### src/rtl/haz_pkg.sv
// Shared types and constants for the 5-stage pipeline hazard controller:
// controller state enum and forwarding-select encodings.
package haz_pkg;

  localparam int unsigned REG_W_DEFAULT = 7;

  typedef enum logic [1:0] {
    IDLE     = 2'd0,
    MDU_BUSY = 2'd1,
    EXC      = 2'd2
  } haz_state_e;

  // FWD_E and FWD_W share an encoding: ID muxes read E there, EX muxes read W.
  localparam logic [1:0] FWD_RF = 2'b00;
  localparam logic [1:0] FWD_E  = 2'b01;
  localparam logic [1:0] FWD_W  = 2'b01;
  localparam logic [1:0] FWD_M  = 2'b10;

endpackage

### src/rtl/haz_fwd_sel.sv
// Single-operand forwarding decoder: picks the nearer producing stage first,
// then the farther one, else the register file. A blocked stage (load) never forwards.
module haz_fwd_sel
  import haz_pkg::*;
#(
  parameter int unsigned REG_W    = REG_W_DEFAULT,
  parameter logic [1:0]  NEAR_SEL = FWD_E,
  parameter logic [1:0]  FAR_SEL  = FWD_M
) (
  input  logic [REG_W-1:0] src,
  input  logic             near_we,
  input  logic [REG_W-1:0] near_wr,
  input  logic             near_blk,
  input  logic             far_we,
  input  logic [REG_W-1:0] far_wr,
  input  logic             far_blk,
  output logic [1:0]       sel
);

  logic near_hit;
  logic far_hit;

  assign near_hit = near_we && !near_blk && (near_wr != '0) && (near_wr == src);
  assign far_hit  = far_we  && !far_blk  && (far_wr  != '0) && (far_wr  == src);

  always_comb begin
    sel = FWD_RF;
    if (near_hit)     sel = NEAR_SEL;
    else if (far_hit) sel = FAR_SEL;
  end

endmodule

### src/rtl/pipeline_hazard_ctrl.sv
// Hazard controller for the F/D/E/M/W pipeline: stall/flush, forwarding selects,
// MDU busy wait with watchdog, exception drain. HAZ_PERF_CNT_EN adds stall counters.
module pipeline_hazard_ctrl
  import haz_pkg::*;
#(
  parameter int unsigned REG_W       = REG_W_DEFAULT,
  parameter int unsigned MDU_MAX_CYC = 40
) (
  input  logic             clk,
  input  logic             rst,
  input  logic             exc_flush,
  input  logic             exc_stall,
  input  logic             branch_d,
  input  logic [REG_W-1:0] rs_d,
  input  logic [REG_W-1:0] rt_d,
  input  logic [REG_W-1:0] rs_e,
  input  logic [REG_W-1:0] rt_e,
  input  logic [REG_W-1:0] wr_e,
  input  logic [REG_W-1:0] wr_m,
  input  logic [REG_W-1:0] wr_w,
  input  logic             regwr_e,
  input  logic             regwr_m,
  input  logic             regwr_w,
  input  logic             memrd_e,
  input  logic             memrd_m,
  input  logic             mdu_start_e,
  input  logic             mdu_done,
  output logic             stall_f,
  output logic             stall_d,
  output logic             stall_e,
  output logic             stall_m,
  output logic             stall_w,
  output logic             flush_d,
  output logic             flush_e,
  output logic             flush_m,
  output logic             flush_w,
  output logic [1:0]       fwd_a_d,
  output logic [1:0]       fwd_b_d,
  output logic [1:0]       fwd_a_e,
  output logic [1:0]       fwd_b_e,
  output logic             mdu_timeout
`ifdef HAZ_PERF_CNT_EN
  ,
  output logic [31:0]      perf_load_stall,
  output logic [31:0]      perf_mdu_stall
`endif
);

  localparam int unsigned    CNT_W    = $clog2(MDU_MAX_CYC + 1);
  localparam logic [CNT_W-1:0] CNT_LAST = CNT_W'(MDU_MAX_CYC - 1);
  localparam logic [CNT_W-1:0] CNT_SAT  = CNT_W'(MDU_MAX_CYC);

  haz_state_e       state_q, state_d;
  logic [CNT_W-1:0] cnt_q, cnt_d;
  logic [1:0]       fa_d_raw, fb_d_raw, fa_e_raw, fb_e_raw;
  logic             ld_hit_e, ld_hit_m, load_haz;

  function automatic logic dest_hit(input logic we, input logic [REG_W-1:0] wr,
                                    input logic [REG_W-1:0] src);
    return we && (wr != '0) && (wr == src);
  endfunction

  // A load in E/M whose destination feeds a D-stage source.
  assign ld_hit_e = memrd_e && (dest_hit(regwr_e, wr_e, rs_d) || dest_hit(regwr_e, wr_e, rt_d));
  assign ld_hit_m = memrd_m && (dest_hit(regwr_m, wr_m, rs_d) || dest_hit(regwr_m, wr_m, rt_d));
  assign load_haz = ld_hit_e || (branch_d && ld_hit_m);

  haz_fwd_sel #(.REG_W(REG_W), .NEAR_SEL(FWD_E), .FAR_SEL(FWD_M)) u_fwd_a_d (
    .src(rs_d), .near_we(regwr_e), .near_wr(wr_e), .near_blk(memrd_e),
    .far_we(regwr_m), .far_wr(wr_m), .far_blk(memrd_m), .sel(fa_d_raw));
  haz_fwd_sel #(.REG_W(REG_W), .NEAR_SEL(FWD_E), .FAR_SEL(FWD_M)) u_fwd_b_d (
    .src(rt_d), .near_we(regwr_e), .near_wr(wr_e), .near_blk(memrd_e),
    .far_we(regwr_m), .far_wr(wr_m), .far_blk(memrd_m), .sel(fb_d_raw));
  haz_fwd_sel #(.REG_W(REG_W), .NEAR_SEL(FWD_M), .FAR_SEL(FWD_W)) u_fwd_a_e (
    .src(rs_e), .near_we(regwr_m), .near_wr(wr_m), .near_blk(memrd_m),
    .far_we(regwr_w), .far_wr(wr_w), .far_blk(1'b0), .sel(fa_e_raw));
  haz_fwd_sel #(.REG_W(REG_W), .NEAR_SEL(FWD_M), .FAR_SEL(FWD_W)) u_fwd_b_e (
    .src(rt_e), .near_we(regwr_m), .near_wr(wr_m), .near_blk(memrd_m),
    .far_we(regwr_w), .far_wr(wr_w), .far_blk(1'b0), .sel(fb_e_raw));

  assign fwd_a_d = rst ? FWD_RF : fa_d_raw;
  assign fwd_b_d = rst ? FWD_RF : fb_d_raw;
  assign fwd_a_e = rst ? FWD_RF : fa_e_raw;
  assign fwd_b_e = rst ? FWD_RF : fb_e_raw;

  always_ff @(posedge clk) begin
    if (rst) begin
      state_q <= IDLE;
      cnt_q   <= '0;
    end else begin
      state_q <= state_d;
      cnt_q   <= cnt_d;
    end
  end

  // Prioritised stall/flush and next-state decode.
  always_comb begin
    state_d     = state_q;
    cnt_d       = cnt_q;
    stall_f     = 1'b0;
    stall_d     = 1'b0;
    stall_e     = 1'b0;
    stall_m     = 1'b0;
    stall_w     = 1'b0;
    flush_d     = 1'b0;
    flush_e     = 1'b0;
    flush_m     = 1'b0;
    flush_w     = 1'b0;
    mdu_timeout = 1'b0;
    if (!rst) begin
      if (exc_stall) begin
        stall_f = 1'b1;
        stall_d = 1'b1;
        stall_e = 1'b1;
        stall_m = 1'b1;
        stall_w = 1'b1;
      end else if (exc_flush) begin
        flush_d = 1'b1;
        flush_e = 1'b1;
        flush_m = 1'b1;
        flush_w = 1'b1;
        state_d = EXC;
        cnt_d   = '0;
      end else begin
        case (state_q)
          EXC: begin
            flush_d = 1'b1;
            flush_e = 1'b1;
            state_d = IDLE;
          end
          MDU_BUSY: begin
            stall_f = 1'b1;
            stall_d = 1'b1;
            stall_e = 1'b1;
            flush_m = 1'b1;
            cnt_d   = (cnt_q == CNT_SAT) ? cnt_q : cnt_q + CNT_W'(1);
            // Done wins over a coincident watchdog expiry.
            if (mdu_done) begin
              state_d = IDLE;
            end else if (cnt_q == CNT_LAST) begin
              mdu_timeout = 1'b1;
              state_d     = IDLE;
            end
          end
          IDLE: begin
            if (load_haz) begin
              stall_f = 1'b1;
              stall_d = 1'b1;
              flush_e = 1'b1;
            end else if (mdu_start_e) begin
              state_d = MDU_BUSY;
              cnt_d   = '0;
            end
          end
          default: state_d = IDLE;
        endcase
      end
    end
  end

`ifdef HAZ_PERF_CNT_EN
  logic load_stall_c;

  assign load_stall_c = !rst && !exc_stall && !exc_flush && (state_q == IDLE) && load_haz;

  always_ff @(posedge clk) begin
    if (rst) begin
      perf_load_stall <= '0;
      perf_mdu_stall  <= '0;
    end else begin
      if (load_stall_c)         perf_load_stall <= perf_load_stall + 32'd1;
      if (state_q == MDU_BUSY)  perf_mdu_stall  <= perf_mdu_stall + 32'd1;
    end
  end
`endif

endmodule

### config.mk
export PLATFORM = sky130hd
export DESIGN_NAME = pipeline_hazard_ctrl
export DESIGN_NICKNAME = d
export VERILOG_FILES = /design/src/rtl/haz_pkg.sv /design/src/rtl/haz_fwd_sel.sv /design/src/rtl/pipeline_hazard_ctrl.sv
export SDC_FILE = /design/constraint.sdc
export NUM_CORES = 1
export LEC_CHECK = 0
export BUFFER_PORTS_ARGS = -buffer_cell sky130_fd_sc_hd__buf_2
export CORE_MARGIN = 3
export CORE_UTILIZATION = 41
export DETAILED_ROUTE_END_ITERATION = 12
export PLACE_DENSITY = 0.78
export SLEW_MARGIN = 25
export SYNTH_ARGS = -nofsm -noshare
export SYNTH_HDL_FRONTEND = slang
export SYNTH_SLANG_ARGS = --single-unit
### constraint.sdc
create_clock -name clk -period 1.5 [get_ports clk]
set_input_delay 0.075 -clock clk [delete_from_list [all_inputs] [get_ports clk]]
set_output_delay 0.075 -clock clk [all_outputs]
set_load 0.01 [all_outputs]
==> results of run 1 <==
==> layout by cell type, fill, tap and decap left out, types with 2 or more instances in the layout <==
cell type,count
a211oi_2,3
a21boi_1,2
a21oi_1,6
a21oi_2,4
and3_1,4
buf_2,72
buf_4,53
buf_6,9
clkbuf_4,3
dfxtp_1,3
dfxtp_2,4
ha_4,2
inv_1,3
inv_2,2
nand2_1,5
nand2b_4,2
nand3_1,6
nand4_1,8
nor2_1,9
nor3_1,7
nor3_2,3
nor3_4,2
nor4_1,9
nor4_2,2
o21a_1,3
o21ai_0,2
o31ai_1,2
xnor2_1,26
xor2_1,30
==> what timing repair did <==
item	in CTS	in global routing
pin swaps	16	17
setup endpoints to repair	12	17
buffers inserted	9	4
resized for setup	26	25
==> per-stage QoR <==
step | setup TNS (ps) | instances | power [µW] | instance area (µm²) | hold slack (ps)
3_5_place_dp | -1360 | 342 | 650 | 2140 | 420
5_1_grt | -2580 | 358 | 950 | 2480 | 175
4_1_cts | -1060 | 354 | 857 | 2350 | 169
3_3_place_gp | -719 | 342 | 641 | 2140 | 414
2_1_floorplan | -110 | 189 | 453 | 1460 | 202
6_report | -1550 | 358 | 895 | 2480 | 175
==> routing by layer <==
layer,vias to the layer above,track usage (%),part of all wire (%),routed length (µm)
met5,-,0,0,0
met4,0,10.1,3.0,165
met3,15,3.81,6.4,356
met2,94,47.5,54,2990
met1,932,25.8,37,2070
li1,930,-,-,-
==> final cells by class <==
class | count | area, µm² | share of cell area, %
inverter | 5 | 18.8 | 0.756
multi-input combinational | 163 | 1340 | 54.1
sequential | 8 | 169 | 6.80
timing repair buffer | 135 | 875 | 35.2
clock buffer | 3 | 22.5 | 0.907
tap | 44 | 55.1 | 2.22
==> power groups by stage <==
stage / logic, µW / clock network (µW) / registers, µW
finish: 495 / 184 / 216
global route: 534 / 200 / 216
CTS: 460 / 181 / 216
detailed placement: 428 / 0 / 223
global placement: 419 / 0 / 223
floorplan: 230 / 0 / 224
==> path summary, 6_finish.rpt <==
| path | startpoint | end | slack [ps] | depth (start not counted) |
|---|---|---|---|---|
| worst max register to register | cnt_q[0]$_SDFFE_PP0P_ | cnt_q[1]$_SDFFE_PP0P_ | -220 | 8 |
| worst max-delay path | cnt_q[0]$_SDFFE_PP0P_ | cnt_q[1]$_SDFFE_PP0P_ | -220 | 8 |
| worst min-delay path | mdu_start_e | state_q[0]$_SDFFE_PP0P_ | 180 | 4 |
| worst min register to register | cnt_q[4]$_SDFFE_PP0P_ | cnt_q[4]$_SDFFE_PP0P_ | 640 | 3 |
==> critical path, stage by stage (launching register included) <==
cell	delay (ps)
dfxtp_2	340
inv_2	80
ha_4	150
nand4bb_1	150
o22ai_4	160
nand4_1	140
a21oi_2	200
nor3_4	90
mux2_4	300
==> cells by family after synthesis <==
group	Yosys count
xor gates and xnor gates	56
DFF	8
adders and majority gates	2
buffers and inverters	18
AOI/OAI and AO/OA	33
and+or+nand+nor	70
muxes	2
==> flip-flops by register name, indices dropped and copies added (netlist names) <==
register and cells:
cnt_q 6, state_q 2
==> impl_results.md, run 1 <==
* RSZ-0062 raised after global routing: true
* Ports at 79
* Power density cells at 360 nW/µm²
* Crit end category: flop
* CTS Buffer Depth at 2
* FMAX at 580 MHz
* Post-Syn Instances at 189
* Clock root buffer: clkbuf_4
* Initial Util at 44.9%
* Ys flop type: dfxtp_1
* Synthesized area at 1430 µm²
* Synth Area in XOR/XNOR at 34.4%
* Sequential Power Share at 24.1%
* Fin util at 78.1%
* Clock power share at 20.5%
* Antenna viol nets, final at 0
* Skew final at 10.6 ps
* Share of layout cells above drive strength 1 at 56.1%
* Crit Path Class: reg2reg
* Period utilization at 115%
* Fillers at 217
* Antenna violations before repair at 0
* Largest cells by area after synthesis: xor2_1, xnor2_1, dfxtp_1
* Die Wd at 65.0 µm
* Worst-margin pin slew at 426 ps
* Floorplan row count at 20
* Nets at 379
* Yosys top cell area share at 18.4%
* Antenna Cells at 0
* Min Tclk post-route at 1720 ps
* Outcome: finished with violations
* Multiplexer share of the synthesized area at 1.75%
* Post-DP HPWL at 3910 µm
* Int Pwr at 561 µW
* Synth Area in Simple Gates at 27.7%
* GR Overflow Total at 0
* Largest net degree at the start of global routing at 19
* Library cells used by synthesis at 41
* Core ar. at 3180 µm²
* DRC violations left at 0
* Clk slew on worst S/H paths at 70 ps
* Total die area at 4230 µm²
* Post-CTS Hold Buffers at 0
* Compound-cell area share of the yosys netlist at 15.7%
* First-pass GRT wire length at 8180 µm
* Largest family of logic cells by synthesized area: XOR/XNOR gates
* Post-synth EDFFs at 0
* CTS Buf Count at 3
* Sw frac at 37.4%
* Net Switching at 335 µW
* Vias in the first global route at 1962
* Seq/Total Area, Yosys at 11.2%
* H-tree levels at 1
* Largest area contributor in the netlist: xor2_1
* Critical path arrival at 1890 ps
* Ys Warns at 0
* Pleak at 0.00113 µW
* Setup violations, final at 10
* Synth cell count leaders: xor2_1, xnor2_1, nor3_1, nor4_1, nor2_1
* Die Y-Extent at 65.0 µm
* Seq cells post-synth at 8
* Setup Slack @ Placement at -218 ps
* Gr usage total at 24.5%
* Most frequent cell after synthesis: xor2_1
* Setup crit start kind: flop
* Violated checks: negative setup slack
* Worst-Skew Late Latency at 270 ps
* Fin. Hold Viols at 0
* Via count at 1971
* Drt total wl at 5590 µm
* Syn_area_per_cell at 7.55 µm²
* Slew Viols, Final at 0
* Slew margin rel. at 71.6%
* Post-synthesis adder-cell area fraction at 1.75%
* Net Count, Synth at 252
* TritonCTS clock tree: built
* Max-cap violations at 0
* I/O Buffers at 78
* Drt pass-1 iters at 4
* Combinational power share at 55.3%
* Min-delay worst type: in2reg
* FFs w/ async S/R, synth at 0%
* Worst vdd ir at 218 µV
* Final GP Congestion at 0.849
* DR WL/cell at 15.6 µm
* Post-DR vias/cell at 5.51
* Clk sink count at 8
* Crit Path Max Fanout at 5
* Worst Path Required at 1660 ps
* Synthesis-to-layout area growth at 74.0%
* Initial DRC count at 110
* Fin worst setup slack at -223 ps
No activity file was read; power rests on OpenSTA's default activity.
==> run 2: changes to the inputs <==
CORE_UTILIZATION = 42   (was 41)
CTS_BUF_LIST = sky130_fd_sc_hd__clkbuf_8   (was unset)
PLACE_DENSITY = 0.79   (was 0.78)
==> run 2 against run 1 <==
Effect of this change:
- count of clock-buffer cells in the layout did not move
- global-route usage rose by 1.8 points
- the run still ends with negative setup slack left
- non-clock buffer count fell by 2
==> impl_results.md, run 2 (synthesis gave the netlist of run 1 again) <==
* Violated checks: negative setup slack
* Nets at 377 (-0.53%)
* Share of layout cells above drive strength 1 at 57.1% (+1.0 points)
* Sw frac at 35.3% (-2.0 points)
* Initial Util at 45.3% (+0.36 points)
* H-tree levels at 1 (unchanged)
* Largest regs: cnt_q (6), state_q (2)
* Crit Path Max Fanout at 4 (-1)
* Post-DP HPWL at 3950 µm (+0.85%)
* Largest net degree at the start of global routing at 12 (-7)
* Power density cells at 397 nW/µm² (+10%)
* Die Wd at 64.3 µm (-1.1%)
* Total die area at 4130 µm² (-2.2%)
* DRC violations left at 0 (unchanged)
* Core ar. at 3150 µm² (-0.79%)
* Floorplan row count at 20 (unchanged)
* Via count at 1998 (+1.4%)
* Setup crit start kind: input pin
* Combinational power share at 52.0% (-3.3 points)
* Worst hold path depth at 2 (-2)
* Inst Count DP at 344 (+0.58%)
* Fin worst setup slack at -198 ps (+24.7 ps)
* Die Y-Extent at 64.3 µm (-1.1%)
* CTS Buffer Depth at 2 (unchanged)
* Period utilization at 113% (-1.6 points)
* Min Tclk post-route at 1700 ps (-24.7 ps)
* Most frequent cells in the layout: buf_2, buf_4, xor2_1
* Vias in the first global route at 2059 (+4.9%)
* Final GP Congestion at 0.892 (+5.1%)
* Int Pwr at 654 µW (+17%)
* Worst-margin pin slew at 431 ps (+4.91 ps)
* Drt total wl at 6200 µm (+11%)
* Critical path arrival at 1620 ps (-270 ps)
* I/O Buffers at 78 (unchanged)
* Ports at 79 (unchanged)
* Antenna Cells at 0 (unchanged)
* Crit Path Class: in2out
* Crit end category: output port
* Outcome: finished with violations
* Max reg flops at 6 (unchanged)
* Setup violations, final at 14 (+4)
* Synthesis-to-layout area growth at 78.4%
* First-pass GRT wire length at 8640 µm (+5.6%)
* R2R depth at 8 (unchanged)
* Drt pass-1 iters at 4 (unchanged)
* Worst-Skew Late Latency at 240 ps (-30 ps)
* Sequential Power Share at 21.6% (-2.5 points)
* Post-DR vias/cell at 5.61 (+1.9%)
* CTS Buf Count at 3 (unchanged)
* Top reg by flops: cnt_q
* Slew Viols, Final at 0 (unchanged)
* Worst vdd ir at 259 µV (+18%)
* GR Overflow Total at 0 (unchanged)
* Initial DRC count at 94 (-15%)
* Fin. Hold Viols at 0 (unchanged)
* Pleak at 0.00112 µW (-0.46%)
* Gr usage total at 26.3% (+1.8 points)
* Slew margin rel. at 71.0% (-0.53 points)
* Worst Path Required at 1420 ps (-240 ps)
* Skew final at 1.85 ps (-8.77 ps)
* TritonCTS clock tree: built
* Net Switching at 358 µW (+6.9%)
* Clk sink count at 8 (unchanged)
* Clock root buffer: clkbuf_8
* Commonest non-fill, non-tap cell in the layout: buf_2
* RSZ-0062 raised after global routing: true
* Min-delay worst type: in2reg
* Clock power share at 26.4% (+5.9 points)
* Antenna violations before repair at 0 (unchanged)
* Antenna viol nets, final at 0 (unchanged)
* FMAX at 589 MHz (+1.5%)
* Max-cap violations at 0 (unchanged)
* Fin util at 80.8% (+2.6 points)
* Clk slew on worst S/H paths at 40 ps (-30 ps)
* DR WL/cell at 17.4 µm (+12%)
* Non-Filler Instances at 356 (-0.56%)
## run 2: cell types whose count changed in the layout (fill, tap and decap cells not counted), sizes merged
cell	before	now
buf	135	133
## run 2: per-layer routing
layer | up-vias | global-route usage (%) | share of wire [%]
li1 | 922 | - | -
met1 | 922 | 27.3 | 37
met2 | 127 | 48.8 | 52
met3 | 27 | 3.87 | 6.6
met4 | 0 | 16.6 | 4.7
met5 | - | 0 | 0
## run 2: area by class of cell
class                           instances  area [µm²]
Clock buffer                            3        41.3
Sequential cell                         8         169
Fill cell                             195         606
Inverter                                5        18.8
Timing Repair Buffer                  133         872
Multi-Input combinational cell        163        1390
Tap cell                               44        55.1
## run 2: worst paths after layout
kind | startpoint | endpoint | slack, ps
max | wr_m[1] | stall_d | -200
min | rst | cnt_q[4]$_SDFFE_PP0P_ | 120
max reg2reg | cnt_q[1]$_SDFFE_PP0P_ | cnt_q[1]$_SDFFE_PP0P_ | -160
min reg2reg | cnt_q[0]$_SDFFE_PP0P_ | cnt_q[0]$_SDFFE_PP0P_ | 600
## run 2: critical path: stages
cell	delay [ps]
buf_2	130
xor2_1	170
nor4_1	420
nand4_1	260
nand2_1	180
a21oi_2	100
o22ai_4	130
buf_2	160
## run 2: power groups by stage
| stage | registers (µW) | clock network, µW | logic [µW] |
|---|---|---|---|
| after floorplan | 224 | 0 | 230 |
| after CTS | 218 | 272 | 459 |
| after global placement | 223 | 0 | 420 |
| final | 218 | 267 | 526 |
| after global routing | 218 | 279 | 562 |
| after detailed placement | 223 | 0 | 428 |
## run 2: timing repair
action                                  in CTS  in global routing
hold buffers                                 0                  0
buffers inserted                             7                  3
resized for setup                           22                 34
pin swaps                                   14                 23
endpoints found under the setup margin      12                 16
## run 2: per-stage QoR
step           area [µm²]  worst slack (ps)  hold WS [ps]  total power (µW)  TNS, ps
3_3_place_gp         2160              -145           350               643     -613
5_1_grt              2550              -281           125              1060    -2750
4_1_cts              2360              -163           115               949     -970
6_report             2550              -198           121              1010    -1620
3_5_place_dp         2160              -211           363               651    -1380
2_1_floorplan        1460             -84.5           202               453     -110
